[src/rtl/divider_pkg.sv]
// Shared types for the cpu32e2 iterative divider: boolean, divide mode,
// sequencer state and the start/mode control bus, plus control-word shorthands.
`ifndef DIVIDER_PKG_SV
`define DIVIDER_PKG_SV

package boolPkg;
    typedef enum logic {
        FALSE = 1'b0,
        TRUE  = 1'b1
    } bool_t;
endpackage

package dividerGroup;
    import boolPkg::*;

    typedef enum logic {
        DIV_UNSIGNED = 1'b0,
        DIV_SIGNED   = 1'b1
    } divideMode_t;

    typedef enum logic [1:0] {
        IDLE    = 2'd0,
        ITERATE = 2'd1,
        FIXUP   = 2'd2,
        DONE    = 2'd3
    } dividerState_t;

    typedef struct packed {
        bool_t       start;
        divideMode_t divideMode;
    } controlBus;
endpackage

`define NO_OP dividerGroup::controlBus'{start: boolPkg::FALSE, divideMode: dividerGroup::DIV_UNSIGNED}
`define DIV_U dividerGroup::controlBus'{start: boolPkg::TRUE, divideMode: dividerGroup::DIV_UNSIGNED}
`define DIV_S dividerGroup::controlBus'{start: boolPkg::TRUE, divideMode: dividerGroup::DIV_SIGNED}

`endif

[src/rtl/divider_if.sv]
// Operand/result bundle between the execute-stage sequencer and the divider.
interface divider_if
    import dividerGroup::*;
#(
    parameter int unsigned WIDTH = 32
) ();
    controlBus        dividerControl;
    logic [WIDTH-1:0] dividend;
    logic [WIDTH-1:0] divisor;
    logic             busy;
    logic             done;
    logic [WIDTH-1:0] dividerQuotient;
    logic [WIDTH-1:0] dividerRemainder;
    logic             divideByZero;

    modport master (
        output dividerControl, dividend, divisor,
        input  busy, done, dividerQuotient, dividerRemainder, divideByZero
    );

    modport slave (
        input  dividerControl, dividend, divisor,
        output busy, done, dividerQuotient, dividerRemainder, divideByZero
    );
endinterface

[src/rtl/divider.sv]
// Radix-2 restoring divider: magnitudes are divided over WIDTH iterations,
// then signs are reapplied (truncating division) in a single fixup cycle.
module divider
    import dividerGroup::*;
    import boolPkg::*;
#(
    parameter int unsigned WIDTH = 32
) (
    input  logic     clk,
    input  logic     resetN,
    divider_if.slave bus
);
    localparam int unsigned CNT_W = $clog2(WIDTH);

    function automatic logic [WIDTH-1:0] negate(input logic [WIDTH-1:0] v);
        return (~v) + WIDTH'(1);
    endfunction

    dividerState_t    state;
    dividerState_t    next_state;
    logic             accept;
    logic [WIDTH-1:0] dq;
    logic [WIDTH-1:0] rem;
    logic [WIDTH-1:0] divisor_mag;
    logic [CNT_W-1:0] count;
    logic             quot_neg;
    logic             rem_neg;
    logic [WIDTH-1:0] quotient;
    logic [WIDTH-1:0] remainder;
    logic             dbz;
    logic             sign_a;
    logic             sign_b;
    logic [WIDTH:0]   trial;
    logic             borrow;

    always_comb begin
        sign_a = (bus.dividerControl.divideMode == DIV_SIGNED) & bus.dividend[WIDTH-1];
        sign_b = (bus.dividerControl.divideMode == DIV_SIGNED) & bus.divisor[WIDTH-1];
    end

    // Partial remainder never reaches bit WIDTH-1 before the final shift,
    // so dropping rem's top bit from the trial is safe.
    always_comb begin
        trial  = {1'b0, rem[WIDTH-2:0], dq[WIDTH-1]} - {1'b0, divisor_mag};
        borrow = trial[WIDTH];
    end

    always_ff @(posedge clk or negedge resetN) begin
        if (!resetN) state <= IDLE;
        else         state <= next_state;
    end

    always_comb begin
        next_state = state;
        accept     = 1'b0;
        bus.busy   = (state != IDLE);
        bus.done   = (state == DONE);
        case (state)
            IDLE: begin
                if (bus.dividerControl.start == TRUE) begin
                    accept     = 1'b1;
                    next_state = (bus.divisor == '0) ? DONE : ITERATE;
                end
            end
            ITERATE: if (count == '0) next_state = FIXUP;
            FIXUP:   next_state = DONE;
            DONE:    next_state = IDLE;
            default: next_state = IDLE;
        endcase
    end

    always_ff @(posedge clk or negedge resetN) begin
        if (!resetN) begin
            dq          <= '0;
            rem         <= '0;
            divisor_mag <= '0;
            count       <= '0;
            quot_neg    <= 1'b0;
            rem_neg     <= 1'b0;
            quotient    <= '0;
            remainder   <= '0;
            dbz         <= 1'b0;
        end else begin
            case (state)
                IDLE: begin
                    if (accept) begin
                        dq          <= sign_a ? negate(bus.dividend) : bus.dividend;
                        divisor_mag <= sign_b ? negate(bus.divisor) : bus.divisor;
                        quot_neg    <= sign_a ^ sign_b;
                        rem_neg     <= sign_a;
                        rem         <= '0;
                        count       <= CNT_W'(WIDTH - 1);
                        dbz         <= 1'b0;
                        if (bus.divisor == '0) begin
                            quotient  <= '1;
                            remainder <= bus.dividend;
                            dbz       <= 1'b1;
                        end
                    end
                end
                ITERATE: begin
                    rem   <= borrow ? {rem[WIDTH-2:0], dq[WIDTH-1]} : trial[WIDTH-1:0];
                    dq    <= {dq[WIDTH-2:0], ~borrow};
                    count <= count - CNT_W'(1);
                end
                FIXUP: begin
                    quotient  <= quot_neg ? negate(dq) : dq;
                    remainder <= rem_neg ? negate(rem) : rem;
                end
                default: ;
            endcase
        end
    end

    assign bus.dividerQuotient  = quotient;
    assign bus.dividerRemainder = remainder;
    assign bus.divideByZero     = dbz;
endmodule
[src/flat_wrapper.sv]
// flat-port wrapper written by rule: the top's interface ports become plain ports
module divider_flat import dividerGroup::*; import boolPkg::*;
#(
    parameter int unsigned WIDTH = 32
)
  (clk, resetN, bus_dividerControl, bus_dividend, bus_divisor, bus_busy, bus_done, bus_dividerQuotient, bus_dividerRemainder, bus_divideByZero);
  divider_if #(.WIDTH(WIDTH)) bus_i ();
  input  logic clk;
  input  logic resetN;
  input wire logic [$bits(bus_i.dividerControl)-1:0] bus_dividerControl;
  input wire logic [$bits(bus_i.dividend)-1:0] bus_dividend;
  input wire logic [$bits(bus_i.divisor)-1:0] bus_divisor;
  output wire logic [$bits(bus_i.busy)-1:0] bus_busy;
  output wire logic [$bits(bus_i.done)-1:0] bus_done;
  output wire logic [$bits(bus_i.dividerQuotient)-1:0] bus_dividerQuotient;
  output wire logic [$bits(bus_i.dividerRemainder)-1:0] bus_dividerRemainder;
  output wire logic [$bits(bus_i.divideByZero)-1:0] bus_divideByZero;
  assign bus_i.dividerControl = bus_dividerControl;
  assign bus_i.dividend = bus_dividend;
  assign bus_i.divisor = bus_divisor;
  assign bus_busy = bus_i.busy;
  assign bus_done = bus_i.done;
  assign bus_dividerQuotient = bus_i.dividerQuotient;
  assign bus_dividerRemainder = bus_i.dividerRemainder;
  assign bus_divideByZero = bus_i.divideByZero;
  divider #(.WIDTH(WIDTH)) u_core (.clk(clk), .resetN(resetN), .bus(bus_i));
endmodule
[config.mk]
export PLATFORM = sky130hd
export DESIGN_NAME = divider_flat
export DESIGN_NICKNAME = d
export VERILOG_FILES = /design/src/rtl/divider_pkg.sv /design/src/rtl/divider_if.sv /design/src/rtl/divider.sv /design/src/flat_wrapper.sv
export SDC_FILE = /design/constraint.sdc
export NUM_CORES = 1
export LEC_CHECK = 0
export ABC_AREA = 1
export CORE_AREA = 2 2 163 165
export DETAILED_ROUTE_END_ITERATION = 7
export DIE_AREA = 0 0 165 167
export HOLD_SLACK_MARGIN = 0.03
export PLACE_DENSITY = 0.82
export SLEW_MARGIN = 10
export SYNTH_ARGS = -nofsm -noshare
export SYNTH_HDL_FRONTEND = slang
export SYNTH_SLANG_ARGS = --single-unit
[constraint.sdc]
create_clock -name clk -period 4.3 [get_ports clk]
set_input_delay 0.645 -clock clk [delete_from_list [all_inputs] [get_ports clk]]
set_output_delay 0.645 -clock clk [all_outputs]
set_load 0.02 [all_outputs]
==> Word-level counts from Yosys, hierarchy flattened <==
Index checks and enable logic that the tools add are counted.
{ "word_totals": {"output_inout_bits": 67, "mem_bits_rw": 0, "memories": 0, "word_cells": 65, "latchBits": 0, "input_bits": 68, "reg_bits": 170, "mem_bits_ro": 0} }
{ "op_classes": {"eq_ne": 7, "bitwise": 8, "reduce_logical": 10, "shift": 0, "div_mod_pow": 0, "n_mul": 0, "muxes": 24, "add_sub_neg": 6, "n_lt_le_gt_ge": 0} }
{ "ops": {"columns": ["op", "count"], "rows": [
  ["$mux W32", 11],
  ["$pmux W32 S2", 4],
  ["$add A32 B1 Y32 const B", 4],
  ["$not A32 Y32", 4],
  ["$sub A32 B32 Y33", 1],
  ["$logic_not A32 Y1", 1],
  ["$pmux W5 S2", 1],
  ["$pmux W2 S4", 1],
  ["$mux W2", 3],
  ["$ne A2 B1 Y1 const B", 3],
  ["$reduce_and A2 Y1", 3],
  ["$reduce_bool A2 Y1", 3],
  ["$logic_not A5 Y1", 1],
  ["$mux W5", 1],
  ["$sub A5 B1 Y5 const B", 1],
  ["$eq A2 B2 Y1 const B", 2],
  ["$mux W1", 3],
  ["$reduce_and A3 Y1", 1],
  ["$and A1 B1 Y1", 2],
  ["$eq A2 B1 Y1 const B", 1],
  ["$logic_not A2 Y1", 1],
  ["$ne A2 B2 Y1 const B", 1],
  ["$not A1 Y1", 1],
  ["$xor A1 B1 Y1", 1]
]} }

==> Logic depth before layout (Yosys ltp) <==
Gate-level depths: netlist of the first run.
{ "logic_depth": {"depth_word": 5, "ltp_mapped": 17, "ltp_nobuf": 16} }

==> Worst setup path before layout of the first run <==
No wires, ideal clock.
{ "synth_timing": {"path_type": "reg2reg", "from": "register u_core.dq[31]", "to": "register u_core.rem[19]", "t_required_ps": 4182, "n_path_buf": 1, "path_slack_ps": 2231, "synth_period_minus_slack_ps": 2069, "path_stages_with_launch": 17, "setup_ps": 118, "arrival_ps": 1951, "path_cell_list": "dfrtp_1 > inv_1 > ha_1 > fa_1 > inv_1 > nand2_1 > nand2_1 > nand3b_1 > nand2_1 > nand2_1 > nand2_2 > nand2_4 > nand2_4 > buf_6 > nand3_1 > nand3_1 > nand2_1"} }
{ "synth_via": {"elab_chain_len": 3} }
{ "synth_lines": {"columns": ["item", "line_no", "rtl"], "rows": [
  ["from (decl)", "divider.sv:22", "logic [WIDTH-1:0] dq;"],
  ["from (signal assigned)", "divider.sv:87", "dq <= sign_a ? negate(bus.dividend) : bus.dividend;"],
  ["from (signal assigned)", "divider.sv:103", "dq <= {dq[WIDTH-2:0], ~borrow};"],
  ["$sub A32 B32 Y33", "divider.sv:44", "trial = {1'b0, rem[WIDTH-2:0], dq[WIDTH-1]} - {1'b0, divisor_mag};"],
  ["$mux W32", "divider.sv:102", "rem <= borrow ? {rem[WIDTH-2:0], dq[WIDTH-1]} : trial[WIDTH-1:0];"],
  ["$pmux W32 S2", "divider.sv:84", "case (state)"],
  ["to (signal assigned)", "divider.sv:102", null],
  ["to (decl)", "divider.sv:23", "logic [WIDTH-1:0] rem;"]
]} }
No other way between the ends.
A chain may end at the register's enable or synchronous reset.

==> Worst setup path after layout of the first run <==
{ "layout_timing": {"from": "register u_core.state[1]", "to": "register u_core.dq[28]"} }
{ "layout_via": {"elab_chain_len": 4, "elab_cells_between_ends": 7, "classes_between": "eq/ne: 2; mux: 2; reduce/logical: 3"} }
{ "layout_lines": {"columns": ["item", "line_no", "rtl"], "rows": [
  ["from (decl)", "divider.sv:19", "dividerState_t state;"],
  ["from (signal assigned)", "divider.sv:50", "else state <= next_state;"],
  ["$logic_not A2 Y1", "divider.sv:58, divider.sv:84", null],
  ["$mux W1", "divider.sv:58", "case (state)"],
  ["$ne A2 B1 Y1 (no source line)", null, null],
  ["$reduce_and A2 Y1 (no source line)", null, null]
]} }
Parallel ways exist; a longest one is shown, timed or not.

==> results of run 1 <==
[logic make-up after synthesis]
family	count (synthesis)	synth area share [%]
DFF	170	30.2
AOI/OAI and AO/OA	297	11.4
adders and majority gates	44	3.96
xor gates and xnor gates	48	2.99
and+or+nand+nor	1345	39.5
buffers and inverters	413	11.9
[area by class of cell]
class | instances | share of cell area (%)
multi-input cells | 1734 | 50.3
flip-flops and latches | 170 | 26.2
repair buffers | 153 | 9.22
inverters | 337 | 7.80
clock buffers | 17 | 2.62
well taps | 335 | 2.58
clock inverters | 15 | 1.29
diodes | 1 | 0.0154
[where the power goes]
part           total, mW  leakage [nW]  switching (mW)  internal [mW]
clock network       1.67         0.309           0.816          0.857
registers           2.97          2.10           0.637           2.33
logic               8.35          6.08            5.62           2.73
[routing by layer]
layer	vias up	global-route usage [%]	routed length, µm
met5	-	0	13
met4	2	12.1	1540
li1	7540	-	-
met2	878	55.5	21500
met3	110	6.58	5550
met1	7177	53.2	21500
[final timing paths]
check	from	end	slack, ns	depth (start not counted)
setup / recovery	u_core.state[1]	u_core.dq[28]	1.30	9
hold / removal	resetN	u_core.rem[0]	0.23	1
setup reg to reg	u_core.state[1]	u_core.dq[28]	1.30	9
hold reg to reg	u_core.bus.dividerQuotient[21]	u_core.bus.dividerQuotient[21]	0.48	2
max in group asynchronous	resetN	u_core.dq[9]	3.06	2
min in group clk	u_core.bus.dividerQuotient[21]	u_core.bus.dividerQuotient[21]	0.48	2
[Yosys cell counts (3+ instances only)]
cell type	count
a21o_1	3
a21oi_1	96
a31oi_1	4
and2_1	3
buf_1	6
buf_2	14
buf_4	5
buf_6	11
clkbuf_1	40
clkinv_1	4
dfrtp_1	170
ha_1	43
inv_1	330
nand2_1	812
nand3_1	239
nand3b_1	10
nand4_1	22
nor2_1	212
nor2_2	6
nor3_1	24
nor4_1	3
o211ai_1	18
o21ai_0	140
o21ai_1	15
o221ai_1	3
o31ai_1	8
or2_2	7
xnor2_1	14
xor2_1	34
[per-stage QoR]
stage / setup slack [ns] / power, mW / std cells / utilization (%)
after floorplan: 2.23 / 8.53 / 2317 / -
after global placement: 1.24 / 10.9 / 2729 / 60.5
after detailed placement: 1.24 / 11.1 / 2729 / 60.5
after CTS: 1.35 / 12.8 / 2761 / 63.0
after global routing: 1.10 / 14.0 / 2761 / 63.0
final: 1.30 / 13.0 / 2762 / 63.0
[worst reg2reg max path: cells and delay by family, from the launching register on]
kind	cells	cell delay, ns
buffers and inverters	5	1.99
flip-flops	1	0.42
AO/OA/AOI/OAI	1	0.17
AND/OR/NAND/NOR	2	0.17
adder cells (fa/ha/maj)	1	0.15
[registers in the layout, indices dropped and copies added (netlist names)]
register,cells
u_core.bus.divideByZero,1
u_core.rem_neg,1
u_core.bus.dividerRemainder,32
u_core.quot_neg,1
u_core.count,5
u_core.state,2
u_core.rem,32
u_core.bus.dividerQuotient,32
u_core.divisor_mag,32
u_core.dq,32
==> flow_metrics.tcl, run 1 <==
set metrics [dict create \
    drt-initial-drc-count 1984 \
    ys.flop_type "dfrtp_1" \
    synth.largest_area_cell "dfrtp_1" \
    critPathKind "reg2reg" \
    insertion_delay_ns 0.44 \
    grt_pass1_wl_um 78400 \
    cts-root-buf "clkbuf_16" \
    relSlewSlack_pct 23.9 \
    place_hpwl_um 38800 \
    async_flop_share_pct 100 \
    layout_common_cells "812 x nand2_1, 330 x inv_1, 239 x nand3_1, 211 x nor2_1, 170 x dfrtp_1" \
    dpl_cell_area_um2 15600 \
    fillCellCount 2470 \
    rsz0062_at_grt "no" \
    fp-row-count 59 \
    max_freq_mhz 333 \
    cts_setup_buffers 0 \
    avgSynthCellArea_um2 6.08 \
    ff_latch_area_um2 4250 \
    fin_crit_ns 3.00 \
    cts.sink_count 170 \
    syn_area_um2 14100 \
    avgViaCountPerCell 5.69 \
    finalNetCount 2525 \
    fin_worst_skew_ns 0.0184 \
    die_x_um 165 \
    post_cts_resized 0 \
    io_buffers 134 \
    critical_path_peak_fanout 36 \
    grt_overflow 0 \
    vdd_drop_max_mv 0.853 \
    synthTopCellsByArea "dfrtp_1 30%, nand2_1 22%, inv_1 8.8%" \
    required_ns 4.63 \
    synth_edf_count 0 \
    synth.top_cell.area_share_pct 30.2 \
    cp_top_family "buffers and inverters" \
    cts-buffers-inserted 17 \
    hold_class "in2async" \
    start_kind "flip-flop" \
    ant_nets 0 \
    seq_area_frac_synth_pct 30.2 \
    tightest_slew_ns 1.14 \
    arrival_ns 3.33 \
    outcome "completed" \
    hold_ws_ns 0.229 \
    period_share_pct 69.9 \
    cts_tree "yes" \
    final_common_cell "nand2_1" \
    vias 15700 \
    setup-tns-final_ns 0 \
    multi_input_area_um2 8160 \
    powerDensity_nw_per_um2 800 \
    die_height_um 167 \
    ys_ff_latch 170 \
    wirelength_um 50200 \
    cts.reportedPaths.clkPinSlew_ns 0.08 \
    die_area_um2 27600 \
    syn_inst 2317 \
    hold_viol 0 \
    antenna_found_initial 2 \
    grt_max_degree 94 \
    drt-pass1-iter-count 7 \
    core_area_um2 25800 \
    synth_cell_types 43 \
    wl_per_cell_um 18.2 \
    clockBufferDepth 2 \
    pin_count 135 \
    cts_hold_buf 0 \
    grt_pass1_vias 14400 \
    ys_warn_count 0 \
    cp_num_buf_inv 5 \
    drive_above_1_share_pct 3.34 \
    crit_chain "inv_1, ha_1, buf_4, inv_1, o21ai_2, clkinv_1, buf_4, nand2_1, nand2_1" \
    cp_slowest_cell "clkinv_1" \
    maxCapViolations 0 \
    maxSlewViolCount 0 \
    slowest_delay_ns 0.81 \
    final_area_um2 16200 \
    area_growth_pct 15.3 \
    end_kind "flip-flop" \
    htreeDepth 4 \
    setup_viol 0 \
    grt_usage_pct 36.8 \
    initial_core_util_pct 54.6 \
    syn-num-nets 2429 \
    gp_congestion 0.994 \
    leakagePower_nw 8.49 \
    drc 0 \
]
Power figures use the tool's default switching activity.
==> inputs of run 2 (changes only) <==
==> constraint.sdc (replaced) <==
create_clock -name clk -period 3.1 [get_ports clk]
set_input_delay 0.465 -clock clk [delete_from_list [all_inputs] [get_ports clk]]
set_output_delay 0.465 -clock clk [all_outputs]
set_load 0.02 [all_outputs]
==> flow_metrics.tcl, run 2 (synthesis gave the netlist of run 1 again) <==
set metrics [dict create \
    cts_setup_buffers 0 \
    rsz0062_at_grt "no" \
    end_kind "flip-flop" \
    clkPwrFrac_pct 13.2 \
    arrival_ns 3.01 \
    fp-row-count 59 \
    switchingPower_mw 9.58 \
    leakagePower_nw 8.58 \
    vias 15600 \
    die_area_um2 27600 \
    final_util_pct 63.7 \
    fin_worst_skew_ns 0.0150 \
    gp_congestion 1.02 \
    drt-initial-drc-count 1838 \
    insertion_delay_ns 0.45 \
    die_x_um 165 \
    wirelength_um 47600 \
    drc 0 \
    hp-start "u_core.bus.dividerQuotient[19]" \
    hold_class "reg2reg" \
    drive_above_1_share_pct 3.89 \
    core_area_um2 25800 \
    die_height_um 167 \
    antenna_found_initial 0 \
    grt_max_degree 73 \
    clockBufferDepth 2 \
    swShare_pct 53.3 \
    io_buffers 134 \
    tightest_slew_ns 0.768 \
    setup-tns-final_ns 0 \
    avgViaCountPerCell 5.63 \
    power_frac_comb_pct 64.0 \
    grt_pass1_wl_um 74900 \
    outcome "completed" \
    place_hpwl_um 36900 \
    p_total_mw 18.0 \
    finalNetCount 2540 \
    antennaDiodeCount 0 \
    cts_tree "yes" \
    start_kind "flip-flop" \
    ant_nets 0 \
    post_cts_resized 0 \
    slowest_delay_ns 0.41 \
    vdd_drop_max_mv 0.699 \
    htreeDepth 4 \
    pin_count 135 \
    seqPwrFrac_pct 22.7 \
    grt_overflow 0 \
    cp_slowest_cell "fa_1" \
    powerDensity_nw_per_um2 1100 \
    fin_crit_ns 2.70 \
    critical_path_peak_fanout 19 \
    cts-buffers-inserted 17 \
    hold_path_depth 2 \
    dp_slack_ns 0.329 \
    relSlewSlack_pct 48.8 \
    hold_end "u_core.bus.dividerQuotient[19]" \
    cts_hold_buf 1 \
    cts.reportedPaths.clkPinSlew_ns 0.08 \
    setup_viol 0 \
    required_ns 3.41 \
    critPathKind "reg2reg" \
    final_common_cell "nand2_1" \
    setup_ws_ns 0.405 \
    initial_core_util_pct 54.6 \
    drt-pass1-iter-count 7 \
    maxSlewViolCount 0 \
    r2r_start "u_core.dq[31]" \
    layout_common_cells "812 x nand2_1, 330 x inv_1, 239 x nand3_1, 211 x nor2_1, 170 x dfrtp_1" \
    grt_pass1_vias 14300 \
    p_int_mw 8.39 \
    grt_usage_pct 34.6 \
    period_share_pct 86.9 \
    max_freq_mhz 371 \
    reg2reg_depth 16 \
    path_common_cell "nand2_1" \
    hold_viol 0 \
    crit_chain "inv_1, ha_1, fa_1, inv_1, nand2_1, nand2_1, nand3b_1, nand2_1, nand2_1, nand2_2, nand2_4, nand2_4, buf_12, nand2_1, nand3_1, o21ai_0" \
    rrSetupSlack_ns 0.40 \
    area_growth_pct 16.5 \
    cts.sink_count 170 \
    cts-root-buf "clkbuf_16" \
    maxCapViolations 0 \
    wl_per_cell_um 17.1 \
    r2r_end "u_core.rem[10]" \
]
[run 2: changes by cell type in the layout (fill, tap and decap cells not counted), sizes merged]
cell	before	now
buf	20	34
inv	341	339
bufinv	1	2
clkinv	10	11
diode	1	0
dlygate4sd3	0	1
[run 2: metal layers]
| layer | vias to the layer above | wire (µm) | GRT usage (%) |
|---|---|---|---|
| li1 | 7537 | - | - |
| met1 | 7194 | 20300 | 48.6 |
| met2 | 792 | 20700 | 52.8 |
| met3 | 110 | 4940 | 6.97 |
| met4 | 0 | 1680 | 12.6 |
| met5 | - | 0 | 0 |
[run 2: how the worst max path moves through the flow]
stage / startpoint / end / slack (ns) / cells past startpoint
floorplan: u_core.dq[31] / u_core.rem[19] / 1.03 / 16
global placement: bus_divisor[0] / u_core.bus.dividerRemainder[24] / 0.40 / 11
detailed placement: bus_divisor[0] / u_core.bus.dividerRemainder[30] / 0.33 / 12
CTS: u_core.dq[31] / u_core.rem[10] / 0.51 / 16
global route: u_core.dq[31] / u_core.rem[10] / 0.30 / 16
finish: u_core.dq[31] / u_core.rem[10] / 0.40 / 16
[run 2: stage by stage]
stage	hold WS, ns	std cells	instance area, µm²
finish	0.479	2776	16400
detailed placement	0.465	2743	15700
CTS	0.485	2776	16400
global route	0.497	2776	16400
floorplan	0.169	2317	14100
global placement	0.462	2743	15700
[run 2: area by class of cell]
class                      count  area (µm²)
tap                          335         419
multi-input combinational   1734        8160
fill                        2482        9360
sequential                   170        4250
clock buffer                  17         425
inverter                     337        1270
timing repair buffer         168        1650
clock inverter                15         224
[run 2: critical path, delay by kind of cell (launching register included)]
kind,cells,cell delay (ns)
AND/OR/NAND/NOR,10,0.97
adder cells (fa/ha/maj),2,0.66
flip-flops,1,0.37
AO/OA/AOI/OAI,1,0.09
buffers and inverters,3,0.45
[run 2: power by group through the flow]
| stage | clock network, mW | logic, mW | registers (mW) |
|---|---|---|---|
| final | 2.38 | 11.5 | 4.08 |
| after global routing | 2.47 | 12.8 | 4.18 |
| after CTS | 2.39 | 11.3 | 4.04 |
| after detailed placement | 0 | 11.2 | 4.08 |
| after global placement | 0 | 11.0 | 4.06 |
| after floorplan | 0 | 7.48 | 4.34 |
